File: src/rtl/alarm_ringer_pkg.sv
// Shared definitions for the alarm ringing session: state encoding,
// default timing constants and small width helpers.
package alarm_ringer_pkg;

  typedef enum logic [1:0] {
    ST_IDLE   = 2'd0,
    ST_RING   = 2'd1,
    ST_SNOOZE = 2'd2
  } ring_state_e;

  localparam int unsigned DEF_RING_SECS   = 60;
  localparam int unsigned DEF_SNOOZE_SECS = 300;
  localparam int unsigned DEF_MAX_SNOOZE  = 3;

  // Board clock and the buzzer tone it is divided down to.
  localparam int unsigned CP_FREQ_HZ    = 100_000_000;
  localparam int unsigned TONE_FREQ_HZ  = 1_000;
  localparam int unsigned DEF_BUZZ_HALF = CP_FREQ_HZ / (2 * TONE_FREQ_HZ);

  // Counter width able to hold 0..n-1, never narrower than one bit.
  function automatic int unsigned cnt_width(input int unsigned n);
    return (n > 1) ? $clog2(n) : 1;
  endfunction

  function automatic int unsigned max_u(input int unsigned a, input int unsigned b);
    return (a > b) ? a : b;
  endfunction

endpackage

File: src/rtl/alarm_ringer_tone.sv
// Buzzer square-wave generator: a divider counting 0..BUZZ_HALF-1 that
// toggles the tone at each wrap. Dropping en_i clears divider and tone so
// every ringing burst starts from a known phase. The next-state tone is
// exported so the parent can register the gated buzzer on the same edge.
module buzzer_tone_gen
  import alarm_ringer_pkg::*;
#(
  parameter int unsigned BUZZ_HALF = DEF_BUZZ_HALF
) (
  input  logic CP,
  input  logic _CR,
  input  logic en_i,
  output logic tone_d_o
);

  localparam int unsigned DIV_W = cnt_width(BUZZ_HALF);

  logic [DIV_W-1:0] div_q, div_d;
  logic             tone_q, tone_d;

  // Divider advance and tone toggle at the half-period boundary.
  always_comb begin
    div_d  = div_q;
    tone_d = tone_q;
    if (!en_i) begin
      div_d  = '0;
      tone_d = 1'b0;
    end else if (div_q == DIV_W'(BUZZ_HALF - 1)) begin
      div_d  = '0;
      tone_d = ~tone_q;
    end else begin
      div_d = div_q + DIV_W'(1);
    end
  end

  // Divider and tone registers.
  always_ff @(posedge CP) begin
    if (!_CR) begin
      div_q  <= '0;
      tone_q <= 1'b0;
    end else begin
      div_q  <= div_d;
      tone_q <= tone_d;
    end
  end

  assign tone_d_o = tone_d;

endmodule

File: src/rtl/alarm_ringer.sv
// Alarm ringing session controller: starts on a rising match edge while
// armed, drives an LED chaser and a beeping buzzer, supports a limited
// number of snoozes and stops by itself after a fixed ringing time.
module alarm_ringer
  import alarm_ringer_pkg::*;
#(
  parameter int unsigned LED_W       = 16,
  parameter int unsigned RING_SECS   = DEF_RING_SECS,
  parameter int unsigned SNOOZE_SECS = DEF_SNOOZE_SECS,
  parameter int unsigned MAX_SNOOZE  = DEF_MAX_SNOOZE,
  parameter int unsigned BUZZ_HALF   = DEF_BUZZ_HALF
) (
  input  logic             CP,
  input  logic             _CR,
  input  logic             tick_1hz,
  input  logic             start_light_alarm,
  input  logic             active_alarm,
  input  logic             snooze_btn,
  input  logic             stop_btn,
  output logic [LED_W-1:0] led,
  output logic             buzzer,
  output logic             ringing,
  output logic             snoozing,
  output logic [1:0]       snooze_cnt
);

  localparam int unsigned SEC_W = cnt_width(max_u(RING_SECS, SNOOZE_SECS));
  localparam logic [LED_W-1:0] LED_FIRST = LED_W'(1);

  ring_state_e      state_q, state_d;
  logic [SEC_W-1:0] sec_q, sec_d;
  logic [LED_W-1:0] led_q, led_d;
  logic [1:0]       cnt_q, cnt_d;
  logic             buzz_q, buzz_d;
  logic             ring_q, snz_q;
  logic             start_prev_q;
  logic             edge_ok_q;
  logic             trig;
  logic             ring_next;
  logic             tone_en;
  logic             tone_next;

  // A level already high when reset releases is not a fresh match, so the
  // edge detector is only trusted once it has captured a real sample.
  assign trig = start_light_alarm & ~start_prev_q & active_alarm & edge_ok_q;

  // Next-state, timers and LED pattern; stop/disarm outrank everything else.
  always_comb begin
    state_d = state_q;
    sec_d   = sec_q;
    led_d   = led_q;
    cnt_d   = cnt_q;
    if (stop_btn || !active_alarm) begin
      state_d = ST_IDLE;
      sec_d   = '0;
      led_d   = '0;
      cnt_d   = '0;
    end else begin
      case (state_q)
        ST_IDLE: begin
          if (trig) begin
            state_d = ST_RING;
            sec_d   = '0;
            cnt_d   = '0;
            led_d   = LED_FIRST;
          end
        end
        ST_RING: begin
          if (snooze_btn) begin
            sec_d = '0;
            led_d = '0;
            if (cnt_q < 2'(MAX_SNOOZE)) begin
              state_d = ST_SNOOZE;
              cnt_d   = cnt_q + 2'd1;
            end else begin
              // Out of snoozes: the request ends the session like stop.
              state_d = ST_IDLE;
              cnt_d   = '0;
            end
          end else if (tick_1hz) begin
            if (sec_q == SEC_W'(RING_SECS - 1)) begin
              // Timeout keeps snooze_cnt visible until the next trigger.
              state_d = ST_IDLE;
              sec_d   = '0;
              led_d   = '0;
            end else begin
              sec_d = sec_q + SEC_W'(1);
              led_d = {led_q[LED_W-2:0], led_q[LED_W-1]};
            end
          end
        end
        ST_SNOOZE: begin
          if (tick_1hz) begin
            if (sec_q == SEC_W'(SNOOZE_SECS - 1)) begin
              state_d = ST_RING;
              sec_d   = '0;
              led_d   = LED_FIRST;
            end else begin
              sec_d = sec_q + SEC_W'(1);
            end
          end
        end
        default: begin
          state_d = ST_IDLE;
          sec_d   = '0;
          led_d   = '0;
          cnt_d   = '0;
        end
      endcase
    end
  end

  // The tone only runs while staying in RING; entering RING restarts it.
  assign ring_next = (state_d == ST_RING);
  assign tone_en   = (state_q == ST_RING) & ring_next;
  assign buzz_d    = ring_next & tone_next & ~sec_d[0];

  buzzer_tone_gen #(
    .BUZZ_HALF(BUZZ_HALF)
  ) u_tone (
    .CP      (CP),
    ._CR     (_CR),
    .en_i    (tone_en),
    .tone_d_o(tone_next)
  );

  // State, timers and registered outputs, all updated on the same edge.
  always_ff @(posedge CP) begin
    if (!_CR) begin
      state_q      <= ST_IDLE;
      sec_q        <= '0;
      led_q        <= '0;
      cnt_q        <= '0;
      buzz_q       <= 1'b0;
      ring_q       <= 1'b0;
      snz_q        <= 1'b0;
      start_prev_q <= 1'b0;
      edge_ok_q    <= 1'b0;
    end else begin
      state_q      <= state_d;
      sec_q        <= sec_d;
      led_q        <= led_d;
      cnt_q        <= cnt_d;
      buzz_q       <= buzz_d;
      ring_q       <= ring_next;
      snz_q        <= (state_d == ST_SNOOZE);
      start_prev_q <= start_light_alarm;
      edge_ok_q    <= 1'b1;
    end
  end

  assign led        = led_q;
  assign buzzer     = buzz_q;
  assign ringing    = ring_q;
  assign snoozing   = snz_q;
  assign snooze_cnt = cnt_q;

endmodule

File: config.mk
export PLATFORM = sky130hd
export DESIGN_NAME = alarm_ringer
export DESIGN_NICKNAME = d
export VERILOG_FILES = /design/src/rtl/alarm_ringer_pkg.sv /design/src/rtl/alarm_ringer_tone.sv /design/src/rtl/alarm_ringer.sv
export SDC_FILE = /design/constraint.sdc
export NUM_CORES = 1
export LEC_CHECK = 0
export BUFFER_PORTS_ARGS = -buffer_cell sky130_fd_sc_hd__buf_4
export CORE_ASPECT_RATIO = 0.7
export CORE_UTILIZATION = 46
export DETAILED_ROUTE_END_ITERATION = 7
export HOLD_SLACK_MARGIN = 0.02
export PLACE_DENSITY = 0.63
export SLEW_MARGIN = 20
export SYNTH_ARGS = -nofsm -noshare
export SYNTH_HDL_FRONTEND = slang
export SYNTH_SLANG_ARGS = --single-unit
File: constraint.sdc
create_clock -name CP -period 6.4 [get_ports CP]
set_clock_uncertainty 0.15 [all_clocks]
set_input_delay 0.32 -clock CP [delete_from_list [all_inputs] [get_ports CP]]
set_output_delay 0.32 -clock CP [all_outputs]
set_load 0.05 [all_outputs]
==> impl_metrics.json <==
{
  "status": "completed",
  "rsz0062_at_grt": "false",
  "drt.antenna.violating_nets": 0,
  "syn-num-nets": 266,
  "gp_congestion": 0.835,
  "fin_crit_ns": 2.64,
  "totalNegativeSetupSlack_ns": 0,
  "fillers": 435,
  "synth.avg_cell_area_sq_um": 9.23,
  "holdWs_ns": 0.0805,
  "power_leakage_nw": 0.898,
  "end_kind": "flip-flop",
  "synth_seq_cells": 51,
  "cts.path.max_buffers": 2,
  "cp.arrival_ns": 2.64,
  "syn_area_sq_mm": 0.00236,
  "grt_max_degree": 32,
  "grt.overflow.total": 0,
  "grt_pass1_vias": 1531,
  "cap_violations": 0,
  "layout.nets": 292,
  "hold_viol": 0,
  "start_util": 0.486,
  "final-max-slew-violation-count": 0,
  "worst_slew_pin_slew_ns": 1.07,
  "vias_per_cell": 5.17,
  "critical_path_required_ns": 6.40,
  "grt_util_all_layers": 0.184,
  "dieArea_sq_mm": 0.00543,
  "vias": 1821,
  "die_x_microns": 87.7,
  "grt_pass1_wl_microns": 7590,
  "synth.distinct_cells": 48,
  "yosysTopAreaCellShare": 0.432,
  "p_per_area_mw_per_mm2": 199,
  "rows": 21,
  "drc": 0,
  "coreArea_sq_mm": 0.00486,
  "area_growth_syn_to_layout_pct": 15.1,
  "die_y_microns": 62.0,
  "antenna_found_initial": 0,
  "post_route_cells_drive_above_1_share": 0.201,
  "cts_root_buf": "clkbuf_8",
  "num_antenna_cells": 0,
  "port-buffer-count": 27,
  "slew_headroom": 0.288,
  "synth_area_leaders": "dfxtp_1, xnor2_1, nand2b_1",
  "postSynthCellCount": 256,
  "cts_max_level": 2,
  "yosys_warnings": 0,
  "irDropWorstVdd_v": 0.000129,
  "startpoint_type": "flip-flop",
  "dr.pass1.iters": 4,
  "setup_viol": 0,
  "period_share": 0.412,
  "ioPinCount": 28,
  "cts_tree": "done",
  "synth_edf_count": 0,
  "clk_latency_ns": 0.30,
  "drt_iter0_drc": 91,
  "wl_per_cell_microns": 13.3,
  "synth_ff_type": "dfxtp_1",
  "synth-async-reset-ratio": 0,
  "path_max_fanout": 16,
  "worstHoldPathType": "input pin to flip-flop",
  "clkTransAtPathRegs_ns": 0.09,
  "ys_seq_area_frac": 0.432,
  "clock.fmax_mhz": 379,
  "cts_made_buffers": 5,
  "clock-sinks": 51,
  "synth_area_leader_cell": "dfxtp_1",
  "dpl.hpwl_microns": 3350,
  "critical_path_class": "flip-flop to flip-flop",
  "routed_wl_microns": 4680
}
## sequential cells by signal, indices dropped and copies added (netlist names)
signal,count
led,16
u_tone.tone_q,1
state_q,2
snooze_cnt,2
buzzer,1
snoozing,1
start_prev_q,1
sec_q,9
edge_ok_q,1
ringing,1
u_tone.div_q,16
## power by group
part | switching [mW] | internal (mW)
combinational | 0.0109 | 0.00853
sequential | 0.000491 | 0.318
clock | 0.104 | 0.0985
## stage by stage
step	util	setup WS, ns	cells	instance area (sq um)	total power, mW
floorplan	-	4.30	256	2360	0.337
global placement	0.536	3.85	343	2610	0.345
detailed placement	0.536	3.79	343	2610	0.345
CTS	0.560	3.78	352	2720	0.548
global route	0.560	3.58	352	2720	0.561
finish	0.560	3.76	352	2720	0.540
## metal layers
metal | vias to the layer above | wire length, microns | global-route usage
met5 | - | 0 | 0
met4 | 0 | 28 | 0.0632
met3 | 2 | 218 | 0.0449
met2 | 32 | 1840 | 0.246
met1 | 834 | 2600 | 0.282
li1 | 953 | - | -
## layout make-up
type                            instances  area, sq um  area share
Inverter                                2         7.51     0.00276
Timing Repair Buffer                   30          228      0.0837
Tap cell                               69         86.3      0.0317
Clock buffer                            7         96.3      0.0354
Sequential cell                        51         1020       0.375
Multi-Input combinational cell        192         1270       0.468
Clock inverter                          1         7.51     0.00276
## path summary, 6_finish.rpt
check                           depth (start not counted)               from              end  slack (ns)
worst max-delay path                                    6           sec_q[0]  u_tone.div_q[4]        3.76
worst min-delay path                                    2  start_light_alarm     start_prev_q        0.08
worst max register to register                          6           sec_q[0]  u_tone.div_q[4]        3.76
worst min register to register                          1    u_tone.div_q[0]  u_tone.div_q[0]        0.32
## critical path, cell delays in order, from the launching register on
cell and delay [ns]:
dfxtp_1 0.45, ha_1 0.23, and2_1 0.19, nand3_1 0.11, a211oi_2 0.37, or3b_1 0.89, nor2_1 0.11
## repair_timing
item | CTS | global route
buffers inserted | 0 | 0
hold buffers | 1 | 0
gates resized for setup | 0 | 0
endpoints found under the hold margin | 1 | 0
## kinds of logic after synthesis
| logic type | synth area share |
|---|---|
| xor gates and xnor gates | 0.0815 |
| DFF | 0.432 |
| AOI/OAI and AO/OA | 0.0985 |
| and+or+nand+nor | 0.341 |
| adders and majority gates | 0.0159 |
| buffers and inverters | 0.0312 |
## cells in the mapped netlist, types with 3 or more instances
cell and count:
or2_2 3, clkbuf_1 7, ha_1 3, nand4_1 3, nor2_4 8, nor2_1 20, and2_1 3, nand2b_1 18
a21oi_1 20, nor3_1 9, xnor2_1 15, and3_1 4, nand2_1 14, nor4_1 3, and4_1 4, dfxtp_1 51
xor2_1 7, o21ai_0 3, nand3_1 21, nor3b_1 3
## placed cells by master, fill, tap and decap left out, types with 4 or more instances in the layout
master	n
buf_4	29
dfxtp_1	51
nor2_1	20
nand2_1	14
nor2_4	8
and4_1	4
and3_1	4
nand2b_1	18
clkbuf_8	7
nand3_1	21
xnor2_1	15
a21oi_1	20
xor2_1	7
nor3_1	8
Power figures use the tool's default switching activity.
